==> config.mk <==
export PLATFORM = sky130hd
export DESIGN_NAME = screen_mem_arbiter_flat
export DESIGN_NICKNAME = d
export VERILOG_FILES = /design/src/rtl/screen_mem_arbiter_pkg.sv /design/src/rtl/screen_mem_arbiter_if.sv /design/src/rtl/screen_mem_arbiter.sv /design/src/flat_wrapper.sv
export SDC_FILE = /design/constraint.sdc
export NUM_CORES = 1
export LEC_CHECK = 0
export BUFFER_PORTS_ARGS = -buffer_cell sky130_fd_sc_hd__buf_4
export CAP_MARGIN = 15
export CORE_MARGIN = 2
export CORE_UTILIZATION = 25
export CTS_BUF_LIST = sky130_fd_sc_hd__clkbuf_16
export CTS_CLUSTER_SIZE = 30
export DETAILED_ROUTE_END_ITERATION = 10
export SYNTH_ARGS = -nofsm -noshare
export SYNTH_HDL_FRONTEND = slang
export SYNTH_SLANG_ARGS = --single-unit
==> constraint.sdc <==
create_clock -name clk -period 2.7 [get_ports clk]
set_input_delay 0.675 -clock clk [delete_from_list [all_inputs] [get_ports clk]]
set_output_delay 0.675 -clock clk [all_outputs]
set_load 0.005 [all_outputs]
==> src/rtl/screen_mem_arbiter_pkg.sv <==
// Shared types for the screen memory arbiter: CPU op state and per-cycle grant tag.
package screen_mem_arbiter_pkg;

  typedef enum logic [1:0] {
    C_IDLE,
    C_PEND,
    C_RDWAIT
  } state_t;

  typedef enum logic [1:0] {
    GNT_NONE,
    GNT_VGA,
    GNT_CPU_RD,
    GNT_CPU_WR
  } grant_t;

endpackage

==> src/rtl/screen_mem_arbiter_if.sv <==
// CPU, VGA and screen-RAM signal bundle; the arbiter takes the slave view.
interface screen_mem_arbiter_if #(
  parameter int unsigned AW = 11,
  parameter int unsigned DW = 4
);
  logic          cpu_req;
  logic          cpu_we;
  logic [AW-1:0] cpu_addr;
  logic [DW-1:0] cpu_wdata;
  logic          cpu_ready;
  logic          cpu_rvalid;
  logic [DW-1:0] cpu_rdata;
  logic          vga_req;
  logic [AW-1:0] vga_addr;
  logic          vga_rvalid;
  logic          vga_miss;
  logic [DW-1:0] vga_rdata;
  logic          mem_en;
  logic          mem_we;
  logic [AW-1:0] mem_addr;
  logic [DW-1:0] mem_wdata;
  logic [DW-1:0] mem_rdata;

  modport slave (
    input  cpu_req, cpu_we, cpu_addr, cpu_wdata, vga_req, vga_addr, mem_rdata,
    output cpu_ready, cpu_rvalid, cpu_rdata, vga_rvalid, vga_miss, vga_rdata,
           mem_en, mem_we, mem_addr, mem_wdata
  );

  modport master (
    output cpu_req, cpu_we, cpu_addr, cpu_wdata, vga_req, vga_addr, mem_rdata,
    input  cpu_ready, cpu_rvalid, cpu_rdata, vga_rvalid, vga_miss, vga_rdata,
           mem_en, mem_we, mem_addr, mem_wdata
  );
endinterface

==> src/rtl/screen_mem_arbiter.sv <==
// Arbitrates the single-port screen RAM between VGA fetches (priority) and one
// in-flight CPU op, with a starvation counter that forces a CPU slot.
module screen_mem_arbiter
  import screen_mem_arbiter_pkg::*;
#(
  parameter int unsigned AW         = 11,
  parameter int unsigned DW         = 4,
  parameter int unsigned STARVE_MAX = 8
) (
  input logic                clk,
  input logic                reset,
  screen_mem_arbiter_if.slave bus
);

  localparam int unsigned   SW         = $clog2(STARVE_MAX + 1);
  localparam logic [SW-1:0] STARVE_LIM = SW'(STARVE_MAX);

  state_t        state_q, state_d;
  grant_t        grant, tag_q;
  logic [SW-1:0] starve_q, starve_d;
  logic          p_we_q;
  logic [AW-1:0] p_addr_q;
  logic [DW-1:0] p_wdata_q;
  logic [DW-1:0] held_q;
  logic          vga_denied, vga_denied_q;
  logic          accept;
  logic          starved;

  assign accept  = (state_q == C_IDLE) && bus.cpu_req;
  assign starved = (state_q == C_PEND) && (starve_q == STARVE_LIM);

  // Grant is forced to none while reset is asserted so the RAM sees no strobe.
  always_comb begin
    grant = GNT_NONE;
    if (!reset) begin
      grant = GNT_NONE;
    end else if (bus.vga_req && !starved) begin
      grant = GNT_VGA;
    end else if (state_q == C_PEND) begin
      grant = p_we_q ? GNT_CPU_WR : GNT_CPU_RD;
    end
  end

  assign vga_denied = bus.vga_req && (grant != GNT_VGA);

  always_comb begin
    bus.mem_en    = 1'b0;
    bus.mem_we    = 1'b0;
    bus.mem_addr  = '0;
    bus.mem_wdata = '0;
    unique case (grant)
      GNT_VGA: begin
        bus.mem_en   = 1'b1;
        bus.mem_addr = bus.vga_addr;
      end
      GNT_CPU_RD, GNT_CPU_WR: begin
        bus.mem_en    = 1'b1;
        bus.mem_we    = (grant == GNT_CPU_WR);
        bus.mem_addr  = p_addr_q;
        bus.mem_wdata = p_wdata_q;
      end
      default: ;
    endcase
  end

  always_comb begin
    state_d = state_q;
    unique case (state_q)
      C_IDLE:   if (accept) state_d = C_PEND;
      C_PEND: begin
        if (grant == GNT_CPU_WR)      state_d = C_IDLE;
        else if (grant == GNT_CPU_RD) state_d = C_RDWAIT;
      end
      C_RDWAIT: state_d = C_IDLE;
      default:  state_d = C_IDLE;
    endcase
  end

  always_comb begin
    starve_d = '0;
    if ((state_q == C_PEND) && (grant == GNT_VGA)) begin
      starve_d = (starve_q == STARVE_LIM) ? starve_q : starve_q + 1'b1;
    end
  end

  always_ff @(posedge clk or negedge reset) begin
    if (!reset) begin
      state_q      <= C_IDLE;
      starve_q     <= '0;
      tag_q        <= GNT_NONE;
      vga_denied_q <= 1'b0;
      held_q       <= '0;
      p_we_q       <= 1'b0;
      p_addr_q     <= '0;
      p_wdata_q    <= '0;
    end else begin
      state_q      <= state_d;
      starve_q     <= starve_d;
      tag_q        <= grant;
      vga_denied_q <= vga_denied;
      if (tag_q == GNT_VGA) held_q <= bus.mem_rdata;
      if (accept) begin
        p_we_q    <= bus.cpu_we;
        p_addr_q  <= bus.cpu_addr;
        p_wdata_q <= bus.cpu_wdata;
      end
    end
  end

  assign bus.cpu_ready  = (state_q == C_IDLE);
  assign bus.cpu_rvalid = (tag_q == GNT_CPU_RD);
  assign bus.cpu_rdata  = (tag_q == GNT_CPU_RD) ? bus.mem_rdata : '0;
  assign bus.vga_rvalid = (tag_q == GNT_VGA) || vga_denied_q;
  assign bus.vga_miss   = vga_denied_q;

  always_comb begin
    bus.vga_rdata = '0;
    if (tag_q == GNT_VGA)  bus.vga_rdata = bus.mem_rdata;
    else if (vga_denied_q) bus.vga_rdata = held_q;
  end

endmodule

==> src/flat_wrapper.sv <==
// flat-port wrapper written by rule: the top's interface ports become plain ports
module screen_mem_arbiter_flat import screen_mem_arbiter_pkg::*;
#(
  parameter int unsigned AW         = 11,
  parameter int unsigned DW         = 4,
  parameter int unsigned STARVE_MAX = 8
)
  (clk, reset, bus_cpu_req, bus_cpu_we, bus_cpu_addr, bus_cpu_wdata, bus_vga_req, bus_vga_addr, bus_mem_rdata, bus_cpu_ready, bus_cpu_rvalid, bus_cpu_rdata, bus_vga_rvalid, bus_vga_miss, bus_vga_rdata, bus_mem_en, bus_mem_we, bus_mem_addr, bus_mem_wdata);
  screen_mem_arbiter_if #(.AW(AW), .DW(DW)) bus_i ();
  input logic clk;
  input logic reset;
  input wire logic [$bits(bus_i.cpu_req)-1:0] bus_cpu_req;
  input wire logic [$bits(bus_i.cpu_we)-1:0] bus_cpu_we;
  input wire logic [$bits(bus_i.cpu_addr)-1:0] bus_cpu_addr;
  input wire logic [$bits(bus_i.cpu_wdata)-1:0] bus_cpu_wdata;
  input wire logic [$bits(bus_i.vga_req)-1:0] bus_vga_req;
  input wire logic [$bits(bus_i.vga_addr)-1:0] bus_vga_addr;
  input wire logic [$bits(bus_i.mem_rdata)-1:0] bus_mem_rdata;
  output wire logic [$bits(bus_i.cpu_ready)-1:0] bus_cpu_ready;
  output wire logic [$bits(bus_i.cpu_rvalid)-1:0] bus_cpu_rvalid;
  output wire logic [$bits(bus_i.cpu_rdata)-1:0] bus_cpu_rdata;
  output wire logic [$bits(bus_i.vga_rvalid)-1:0] bus_vga_rvalid;
  output wire logic [$bits(bus_i.vga_miss)-1:0] bus_vga_miss;
  output wire logic [$bits(bus_i.vga_rdata)-1:0] bus_vga_rdata;
  output wire logic [$bits(bus_i.mem_en)-1:0] bus_mem_en;
  output wire logic [$bits(bus_i.mem_we)-1:0] bus_mem_we;
  output wire logic [$bits(bus_i.mem_addr)-1:0] bus_mem_addr;
  output wire logic [$bits(bus_i.mem_wdata)-1:0] bus_mem_wdata;
  assign bus_i.cpu_req = bus_cpu_req;
  assign bus_i.cpu_we = bus_cpu_we;
  assign bus_i.cpu_addr = bus_cpu_addr;
  assign bus_i.cpu_wdata = bus_cpu_wdata;
  assign bus_i.vga_req = bus_vga_req;
  assign bus_i.vga_addr = bus_vga_addr;
  assign bus_i.mem_rdata = bus_mem_rdata;
  assign bus_cpu_ready = bus_i.cpu_ready;
  assign bus_cpu_rvalid = bus_i.cpu_rvalid;
  assign bus_cpu_rdata = bus_i.cpu_rdata;
  assign bus_vga_rvalid = bus_i.vga_rvalid;
  assign bus_vga_miss = bus_i.vga_miss;
  assign bus_vga_rdata = bus_i.vga_rdata;
  assign bus_mem_en = bus_i.mem_en;
  assign bus_mem_we = bus_i.mem_we;
  assign bus_mem_addr = bus_i.mem_addr;
  assign bus_mem_wdata = bus_i.mem_wdata;
  screen_mem_arbiter #(.AW(AW), .DW(DW), .STARVE_MAX(STARVE_MAX)) u_core (.clk(clk), .reset(reset), .bus(bus_i));
endmodule
Word level (Yosys, flattened, before mapping)

Cells that the tools add are included.
W data, S select, Z words.

Register bits: 29
Input port bits: 35
Output and inout port bits: 29
Word-level logic and storage cells: 48

$add $sub $neg: 1
Equal/unequal tests: 11
Muxes and demuxes: 17
Reduce and logical (&&, ||, !) cells: 11

Operators by type and width:

| kind                  | number |
|---|---|
| $mux W4               | 6 |
| $pmux W11 S2          | 1 |
| $mux W2               | 6 |
| $eq A2 B1 Y1 const B  | 3 |
| $eq A2 B2 Y1 const B  | 3 |
| $logic_and A1 B1 Y1   | 5 |
| $add A4 B1 Y4 const B | 1 |
| $eq A4 B4 Y1 const B  | 1 |
| $ne A2 B1 Y1 const B  | 2 |
| $pmux W2 S2           | 1 |
| $mux W1               | 3 |
| $ne A3 B3 Y1 const B  | 1 |
| $reduce_or A3 Y1      | 1 |
| $logic_not A2 Y1      | 1 |
| $ne A2 B2 Y1 const B  | 1 |
| $reduce_and A2 Y1     | 1 |
| $reduce_or A2 Y1      | 1 |
| $logic_not A1 Y1      | 1 |
| $logic_or A1 B1 Y1    | 1 |

Logic depth before layout (Yosys ltp)

Gate-level depths: netlist of the first run.

Word-level depth: 10
Gate-level depth with buffers: 7
Gate-level depth less buffers: 5

Worst setup path after synthesis of the first run

Ideal clock, no wire load.

Path type: register to output
From: reg u_core.starve_q[0]
To: out bus_mem_addr[0]
Arrival time: 1.377 ns
Data required time: 2.025 ns
Slack: 0.648 ns
Stages on the path, launching flop included: 8
Path buffers: 2
Cells stage by stage: dfrtp_1 -> inv_1 -> ha_1 -> and3b_1 -> buf_6 -> buf_6 -> o211a_1 -> o21a_1

Word-level cells in the longest chain between the ends: 9
Elaborated cells between the ends (all ways): 11
Classes of those cells: eq/ne: 4; mux: 3; reduce/logical: 4

RTL lines:

| item                     | line                     | text |
|---|---|---|
| start: declaration       | screen_mem_arbiter.sv:20 | `logic [SW-1:0] starve_q, starve_d;` |
| start signal: assignment | screen_mem_arbiter.sv:98 | `starve_q <= starve_d;` |
| $eq A4 B4 Y1 (*)         | screen_mem_arbiter.sv:30 | `assign starved = (state_q == C_PEND) && (starve_q == STARVE_LIM);` |
| $logic_and A1 B1 Y1 (*)  | screen_mem_arbiter.sv:30 |  |
| $logic_not A1 Y1 (*)     | screen_mem_arbiter.sv:37 | `end else if (bus.vga_req && !starved) begin` |
| $logic_and A1 B1 Y1 (*)  | screen_mem_arbiter.sv:37 |  |
| $mux W2 (*)              | screen_mem_arbiter.sv:37 |  |
| $mux W2 (*)              | screen_mem_arbiter.sv:35 | `if (!reset) begin` |
| $eq A2 B2 Y1             | screen_mem_arbiter.sv:51 | `unique case (grant)` |
| $reduce_or A2 Y1         | screen_mem_arbiter.sv:51 |  |
| $pmux W11 S2 (*)         | screen_mem_arbiter.sv:51 |  |
| end: declaration         | flat_wrapper.sv:27       | `output wire logic [$bits(bus_i.mem_addr)-1:0] bus_mem_addr;` |

Every way passes the cells marked *; elsewhere a longest branch is shown, timed or not.

Worst setup path in the final report of the first run

From: reg u_core.starve_q[0]
To: out bus_mem_addr[5]

Same word-level chain as after synthesis.

==> results of run 1 <==
sequential cells by signal, indices dropped and copies added, names as in the netlist:
signal,count
u_core.p_addr_q,11
u_core.starve_q,4
u_core.held_q,4
u_core.state_q,2
u_core.tag_q,2
u_core.bus.vga_miss,1
u_core.p_wdata_q,4
u_core.p_we_q,1
logic make-up (layout without fill, tap and decap cells):
logic type	after synthesis	in the layout	share of synthesized area (%)
AOI/OAI and AO/OA	43	43	20.1
and+or+nand+nor	38	38	12.5
DFF	29	29	44.7
muxes	20	20	13.9
buffers and inverters	17	80	6.17
adders and majority gates	2	2	1.54
xor gates and xnor gates	2	2	1.08
power groups by stage:
stage                     registers (mW)  logic [mW]  clock network [mW]
after global routing               0.730       0.707               0.544
after floorplan                    0.677       0.450                   0
final                              0.703       0.644               0.506
after global placement             0.705       0.645                   0
after CTS                          0.706       0.654               0.528
after detailed placement           0.710       0.653                   0
final cells by class:
type,instances,area [um2],share of cell area [%]
clock buffer,5,125,5.48
timing repair buffer,68,510,22.3
clock inverter,3,12.5,0.548
multi-input combinational,105,800,35.0
sequential,29,726,31.8
inverter,4,15.0,0.657
tap,77,96.3,4.22
per-stage QoR:
step	instances	hold WS [ns]
after floorplan	151	0.379
after global placement	283	0.471
final	291	0.247
after detailed placement	283	0.478
after CTS	291	0.243
after global routing	291	0.248
worst register-to-register path: cells and delay by family (launching register included):
family,cells,cell delay [ns]
and+or+nand+nor,3,0.69
DFF,1,0.38
buffers and inverters,2,0.27
adders and majority gates,1,0.18
how the worst max path moves through the flow:
stage,startpoint,endpoint,slack [ns]
global route,u_core.starve_q[0],bus_mem_wdata[1],0.1
global placement,bus_vga_req,bus_mem_we,0.33
detailed placement,bus_vga_req,bus_mem_wdata[3],0.28
finish,u_core.starve_q[0],bus_mem_addr[5],0.20
floorplan,reset,bus_mem_wdata[0],0.65
CTS,u_core.starve_q[0],bus_mem_wdata[3],0.17
routing by layer:
metal  vias up  share of wire, %  track usage [%]
met5         -                 0                0
met4         0               1.5             3.90
met3         6               7.1             3.54
met2        43                47             18.0
met1       607                44             12.3
li1        650                 -                -
layout by cell type, fill, tap and decap left out, types with 2 or more instances in the layout:
cell type / instances
a21oi_1: 12
a22o_1: 4
and2_1: 10
buf_4: 68
clkbuf_16: 5
clkinv_1: 2
dfrtp_1: 29
ha_1: 2
inv_1: 4
mux2_2: 20
nand2_1: 12
nor2_1: 5
nor2b_1: 4
o211a_1: 11
o21a_1: 12
==> results.json, run 1 <==
{
  "max_freq_ghz": 0.399,
  "vias_per_cell": 4.49,
  "place_congestion": 0.696,
  "antenna_cells": 0,
  "r2r_start": "u_core.starve_q[0]",
  "grt_util_all_layers_pct": 10.5,
  "synth_seq_cells": 29,
  "cp_slowest_cell": "dfrtp_1",
  "crit_arrival_ns": 1.83,
  "switchingPower_mw": 0.525,
  "die_area_mm2": 0.00715,
  "seq_power_share_pct": 37.9,
  "crit_path_max_incr_delay_ns": 0.38,
  "placed_area_mm2": 0.00215,
  "swShare_pct": 28.3,
  "synthTopCellsByArea": "dfrtp_1 (45%), mux2_2 (14%), o211a_1 (6.8%)",
  "power_mw": 1.85,
  "required_ns": 2.03,
  "crit_chain": "inv_1 > ha_1 > and3b_1 > buf_4 > o211a_1 > o21a_1 > buf_4",
  "io_buffers": 63,
  "avgSynthCellArea_um2": 10.7,
  "start_kind": "flip-flop",
  "p_leak_nw": 1.18,
  "nets": 250,
  "p_int_mw": 1.33,
  "drtAntennaViolNets": 0,
  "cellPowerDensity_mw_per_mm2": 811,
  "drv_slew": 0,
  "synthCells": 151,
  "clkSinkCount": 29,
  "finalSetupViolCount": 0,
  "firstDrtPassIters": 4,
  "overflow": 0,
  "cp.depth": 7,
  "num_vias": 1306,
  "layout-drive-gt1-share_pct": 46.3,
  "rr_endpoint": "u_core.starve_q[2]",
  "utilization_pct": 36.2,
  "post-synth-top-area-fraction_pct": 44.7,
  "tightest_slew_ns": 0.437,
  "ys_types": 27,
  "outcome": "finished clean",
  "antenna_found_initial": 0,
  "hold_path_class": "in -> async",
  "hpwl_um": 2610,
  "drc": 0,
  "n_fill_cell": 666,
  "cp.buffers_inverters": 3,
  "fin_crit_sh_pct": 92.8,
  "rrSetupSlack_ns": 1.11,
  "hold_viol": 0,
  "grt_pass1_vias": 1287,
  "htree_levels": 2,
  "start_util_pct": 25.7,
  "numCtsBuffers": 5,
  "critPathKind": "reg -> out",
  "ys_seq_area_share_pct": 44.7,
  "fin_crit_ns": 2.50,
  "clk_pin_slew_ns": 0.05,
  "root_buffer": "clkbuf_16",
  "fp.dieW_um": 84.6,
  "timing.final.ws_setup_ns": 0.195,
  "die_h_um": 84.6,
  "yosys_warnings": 0,
  "cts_setup_buffers": 0,
  "drt_iter0_drc": 46,
  "cts_resized": 0,
  "grt_max_degree": 31,
  "fp-row-count": 29,
  "crit_family": "compound AO/OA/AOI/OAI gates",
  "cts_tree": "done",
  "end_kind": "primary output",
  "ir_drop_uv": 276,
  "synth_area_mm2": 0.00162,
  "wl_per_cell_um": 12.4,
  "finClkSkew_ns": 0.00139,
  "synthTopCellsByCount": "dfrtp_1 (29), mux2_2 (20), a21oi_1 (12), nand2_1 (12), o21a_1 (12)",
  "fin_area_mm2": 0.00228,
  "syn_nets": 188,
  "synth_top_area_cell": "dfrtp_1",
  "cts.hold.buffers_added": 0,
  "place_ws_ns": 0.280,
  "rsz0062_at_grt": "false",
  "wl_um": 3620,
  "synth_most_common_cell": "dfrtp_1",
  "clkLatencyLatePin_ns": 0.27,
  "setup_tns_ns": 0,
  "synthArstFlopShare_pct": 100,
  "synth-edff-count": 0,
  "cp_max_fo": 26,
  "grt_pass1_wl_um": 5990,
  "area_growth_pct": 40.8,
  "cp_common_cell": "buf_4",
  "synth_flop_cell": "dfrtp_1",
  "cap_viol_max_count": 0,
  "cts_buffer_depth": 2,
  "ff2ff_path_depth": 6,
  "ioPinCount": 64,
  "max_slew_margin_pct": 70.8,
  "p_comb_share_pct": 34.8,
  "clkPwrFrac_pct": 27.3,
  "fp.coreArea_mm2": 0.00631
}
(Power assumes the default switching activity.)
==> run 2: changes to the inputs <==
--- a/config.mk
+++ b/config.mk
@@ -8,10 +8,11 @@
 export BUFFER_PORTS_ARGS = -buffer_cell sky130_fd_sc_hd__buf_4
 export CAP_MARGIN = 15
 export CORE_MARGIN = 2
-export CORE_UTILIZATION = 25
+export CORE_UTILIZATION = 50
 export CTS_BUF_LIST = sky130_fd_sc_hd__clkbuf_16
 export CTS_CLUSTER_SIZE = 30
 export DETAILED_ROUTE_END_ITERATION = 10
+export PLACE_DENSITY = 0.92
 export SYNTH_ARGS = -nofsm -noshare
 export SYNTH_HDL_FRONTEND = slang
 export SYNTH_SLANG_ARGS = --single-unit
==> results.json, run 2 (synthesis gave the netlist of run 1 again) <==
{
  "antenna_cells": 0,
  "cp_slowest_cell": "dfrtp_1",
  "hold_path_class": "in -> async",
  "start_kind": "flip-flop",
  "die_area_mm2": 0.00372,
  "numCtsBuffers": 5,
  "clkSinkCount": 29,
  "hold_ws_ns": 0.283,
  "finClkSkew_ns": 0.00408,
  "wl_per_cell_um": 13.5,
  "utilization_pct": 72.6,
  "fp-row-count": 20,
  "cts_resized": 1,
  "area.sequential_um2": 726,
  "required_ns": 2.03,
  "max_slew_margin_pct": 70.1,
  "ir_drop_uv": 501,
  "n_fill_cell": 227,
  "largest_register_ffs": 11,
  "drt_iter0_drc": 31,
  "overflow": 0,
  "regMostFlops": "u_core.p_addr_q",
  "cellPowerDensity_mw_per_mm2": 830,
  "cap_viol_max_count": 0,
  "drc": 0,
  "fp.coreArea_mm2": 0.00308,
  "rsz0062_at_grt": "false",
  "tightest_slew_ns": 0.448,
  "power_mw": 1.86,
  "hold_viol": 0,
  "firstDrtPassIters": 4,
  "finalSetupViolCount": 0,
  "antenna_found_initial": 0,
  "start_util_pct": 52.7,
  "htree_levels": 2,
  "io_buffers": 63,
  "place_ws_ns": 0.210,
  "hpwl_um": 2440,
  "crit_path_max_incr_delay_ns": 0.39,
  "end_kind": "primary output",
  "drv_slew": 0,
  "cp_max_fo": 26,
  "grt_max_degree": 27,
  "layout-drive-gt1-share_pct": 46.5,
  "critPathKind": "reg -> out",
  "outcome": "finished clean",
  "fin_crit_ns": 2.53,
  "vias_per_cell": 5.25,
  "multiInputGateArea_um2": 798,
  "die_h_um": 61.0,
  "ioPinCount": 64,
  "final_cell_mix": "buf_4 (67), dfrtp_1 (29), mux2_2 (20)",
  "fp.dieW_um": 61.0,
  "drtAntennaViolNets": 0,
  "crit_chain": "inv_1 > ha_1 > and3b_2 > o21ba_2 > and2_1 > buf_4",
  "timing.final.ws_setup_ns": 0.165,
  "root_buffer": "clkbuf_16",
  "cts.hold.buffers_added": 0,
  "p_leak_nw": 1.18,
  "max_freq_ghz": 0.395,
  "fin_crit_sh_pct": 93.9,
  "setup_tns_ns": 0,
  "clkLatencyLatePin_ns": 0.27,
  "cts_tree": "done",
  "final_common_cell": "buf_4",
  "area_growth_pct": 37.8,
  "nets": 249,
  "clk_pin_slew_ns": 0.05,
  "place_congestion": 0.788,
  "wl_um": 3460,
  "grt_util_all_layers_pct": 21.3,
  "grt_pass1_vias": 1282,
  "cts_setup_buffers": 0,
  "crit_arrival_ns": 1.86,
  "num_vias": 1350,
  "grt_pass1_wl_um": 5700,
  "cts_buffer_depth": 2
}
run 2: path summary, 6_finish.rpt:
check	startpoint	to	slack, ns	cells after the start
max in group asynchronous	reset	u_core.held_q[1]	1.87	2
hold reg to reg	u_core.p_we_q	u_core.state_q[1]	0.50	1
min in group clk	u_core.p_we_q	u_core.state_q[1]	0.50	1
setup reg to reg	u_core.starve_q[0]	u_core.starve_q[3]	1.07	5
hold / removal	reset	u_core.p_addr_q[10]	0.28	1
setup / recovery	u_core.starve_q[0]	bus_mem_wdata[1]	0.17	6
run 2: where the power goes:
part / leakage (nW) / switching [mW] / internal [mW] / total [mW]
logic: 0.754 / 0.252 / 0.386 / 0.638
clock network: 0.0748 / 0.176 / 0.333 / 0.509
registers: 0.353 / 0.100 / 0.609 / 0.710
run 2: layout make-up:
| cell class | instances | share of cell area [%] |
|---|---|---|
| clock inverter | 3 | 0.616 |
| clock buffer | 5 | 5.60 |
| tap | 44 | 2.46 |
| multi-input combinational | 105 | 35.7 |
| timing repair buffer | 67 | 22.5 |
| inverter | 4 | 0.672 |
| sequential | 29 | 32.5 |
run 2: through the flow:
step / instance area, um2 / cells
floorplan: 1620 / 151
global placement: 2100 / 249
detailed placement: 2100 / 249
CTS: 2240 / 257
global route: 2240 / 257
finish: 2240 / 257
run 2: per-layer routing:
layer | track usage (%) | share of wire (%) | wire length (um)
met4 | 8.07 | 1.8 | 63
met2 | 35.6 | 51 | 1750
met1 | 26.4 | 41 | 1420
met5 | 0 | 0 | 0
met3 | 5.54 | 6.6 | 227
run 2: worst max-delay path: cells and delay by family, from the launching register on:
kind / cells / cell delay, ns
AND/OR/NAND/NOR: 2 / 0.52
adder cells (fa/ha/maj): 1 / 0.19
flip-flops: 1 / 0.39
buffers and inverters: 2 / 0.19
AO/OA/AOI/OAI: 1 / 0.29
==> run 3: changes to the inputs <==
--- a/config.mk
+++ b/config.mk
@@ -8,11 +8,11 @@
 export BUFFER_PORTS_ARGS = -buffer_cell sky130_fd_sc_hd__buf_4
 export CAP_MARGIN = 15
 export CORE_MARGIN = 2
-export CORE_UTILIZATION = 50
+export CORE_UTILIZATION = 52
 export CTS_BUF_LIST = sky130_fd_sc_hd__clkbuf_16
 export CTS_CLUSTER_SIZE = 30
 export DETAILED_ROUTE_END_ITERATION = 10
-export PLACE_DENSITY = 0.92
+export PLACE_DENSITY = 0.95
 export SYNTH_ARGS = -nofsm -noshare
 export SYNTH_HDL_FRONTEND = slang
 export SYNTH_SLANG_ARGS = --single-unit
==> results.json, run 3 (synthesis gave the netlist of run 1 again) <==
{
  "root_buffer": "clkbuf_16",
  "cp.buffers_inverters": 2,
  "firstDrtPassIters": 4,
  "crit_arrival_ns": 1.95,
  "ioPinCount": 64,
  "regMostFlops": "u_core.p_addr_q",
  "grt_util_all_layers_pct": 22.9,
  "place_congestion": 0.727,
  "numCtsBuffers": 5,
  "clkLatencyLatePin_ns": 0.27,
  "tightest_slew_ns": 0.789,
  "final_cell_mix": "buf_4 (66), dfrtp_1 (29), mux2_2 (20)",
  "critPathKind": "reg -> out",
  "cp_slowest_cell": "dfrtp_1",
  "cts_setup_buffers": 0,
  "place_ws_ns": 0.170,
  "num_vias": 1349,
  "layout-drive-gt1-share_pct": 45.5,
  "p_int_mw": 1.32,
  "cts_tree": "done",
  "cellPowerDensity_mw_per_mm2": 835,
  "clk_pin_slew_ns": 0.05,
  "drv_slew": 0,
  "htree_levels": 2,
  "crit_chain": "inv_1 > ha_1 > and3b_2 > o21ba_2 > and2_1 > buf_4",
  "vias_per_cell": 5.53,
  "finalSetupViolCount": 0,
  "setup_tns_ns": 0,
  "hpwl_um": 2450,
  "hold_viol": 0,
  "p_comb_share_pct": 34.9,
  "crit_family": "simple AND/OR/NAND/NOR gates",
  "switchingPower_mw": 0.526,
  "clkPwrFrac_pct": 26.7,
  "seq_power_share_pct": 38.4,
  "drtAntennaViolNets": 0,
  "cts.hold.buffers_added": 0,
  "fin_crit_ns": 2.62,
  "fp-row-count": 20,
  "start_util_pct": 54.0,
  "max_slew_margin_pct": 47.4,
  "p_leak_nw": 1.17,
  "rrSetupSlack_ns": 0.93,
  "clkSinkCount": 29,
  "required_ns": 2.03,
  "area_growth_pct": 36.1,
  "hold_path_class": "in -> async",
  "overflow": 0,
  "antenna_found_initial": 0,
  "fp.coreArea_mm2": 0.00300,
  "antenna_cells": 0,
  "timing.final.ws_setup_ns": 0.0790,
  "grt_max_degree": 29,
  "swShare_pct": 28.5,
  "finClkSkew_ns": 0.00370,
  "drc": 0,
  "cts_resized": 1,
  "fin_crit_sh_pct": 97.1,
  "end_kind": "primary output",
  "ir_drop_uv": 463,
  "nets": 248,
  "n_fill_cell": 214,
  "cts_buffer_depth": 2,
  "final_common_cell": "buf_4",
  "grt_pass1_wl_um": 5930,
  "io_buffers": 63,
  "drt_iter0_drc": 37,
  "fp.dieW_um": 59.9,
  "cp_max_fo": 26,
  "largest_register_ffs": 11,
  "die_h_um": 59.9,
  "wl_per_cell_um": 14.8,
  "cap_viol_max_count": 0,
  "rsz0062_at_grt": "false",
  "grt_pass1_vias": 1294,
  "die_area_mm2": 0.00358,
  "max_freq_ghz": 0.382,
  "wl_um": 3620,
  "crit_path_max_incr_delay_ns": 0.42,
  "outcome": "finished clean",
  "start_kind": "flip-flop"
}
==> run 3: path summary, 6_finish.rpt <==
kind,endpoint,depth (start not counted),from
setup / recovery,bus_mem_wdata[0],6,u_core.starve_q[0]
max in group asynchronous,u_core.held_q[0],2,reset
hold / removal,u_core.p_addr_q[8],1,reset
hold reg to reg,u_core.state_q[1],1,u_core.p_we_q
setup reg to reg,u_core.p_addr_q[6],3,u_core.state_q[0]
min in group clk,u_core.state_q[1],1,u_core.p_we_q
==> run 3: metal layers <==
layer	vias to the layer above	GRT usage [%]	wire (um)
li1	640	-	-
met3	5	6.93	266
met4	0	7.62	40
met2	59	39.8	1930
met5	-	0	0
met1	645	26.7	1380
==> run 3: cell type report <==
type	instances	area, um2	share of cell area [%]
multi-input combinational	105	798	36.1
sequential	29	726	32.9
timing repair buffer	66	495	22.4
clock buffer	5	125	5.67
tap	33	41.3	1.87
inverter	4	15.0	0.680
clock inverter	2	7.51	0.340
==> run 3: metrics by stage <==
stage	utilization, %	std cells	instance area, um2	total power, mW	hold slack (ns)
after CTS	73.5	244	2210	1.85	0.253
after global routing	73.5	244	2210	1.95	0.262
final	73.5	244	2210	1.84	0.251
after global placement	69.1	237	2070	1.32	0.460
after floorplan	-	151	1620	1.13	0.379
after detailed placement	69.1	237	2070	1.35	0.484
==> run 3: power groups by stage <==
stage | combinational (mW) | sequential (mW) | clock (mW)
after floorplan | 0.450 | 0.677 | 0
final | 0.643 | 0.708 | 0.493
after CTS | 0.647 | 0.706 | 0.498
after global placement | 0.617 | 0.702 | 0
after detailed placement | 0.642 | 0.709 | 0
after global routing | 0.700 | 0.733 | 0.521
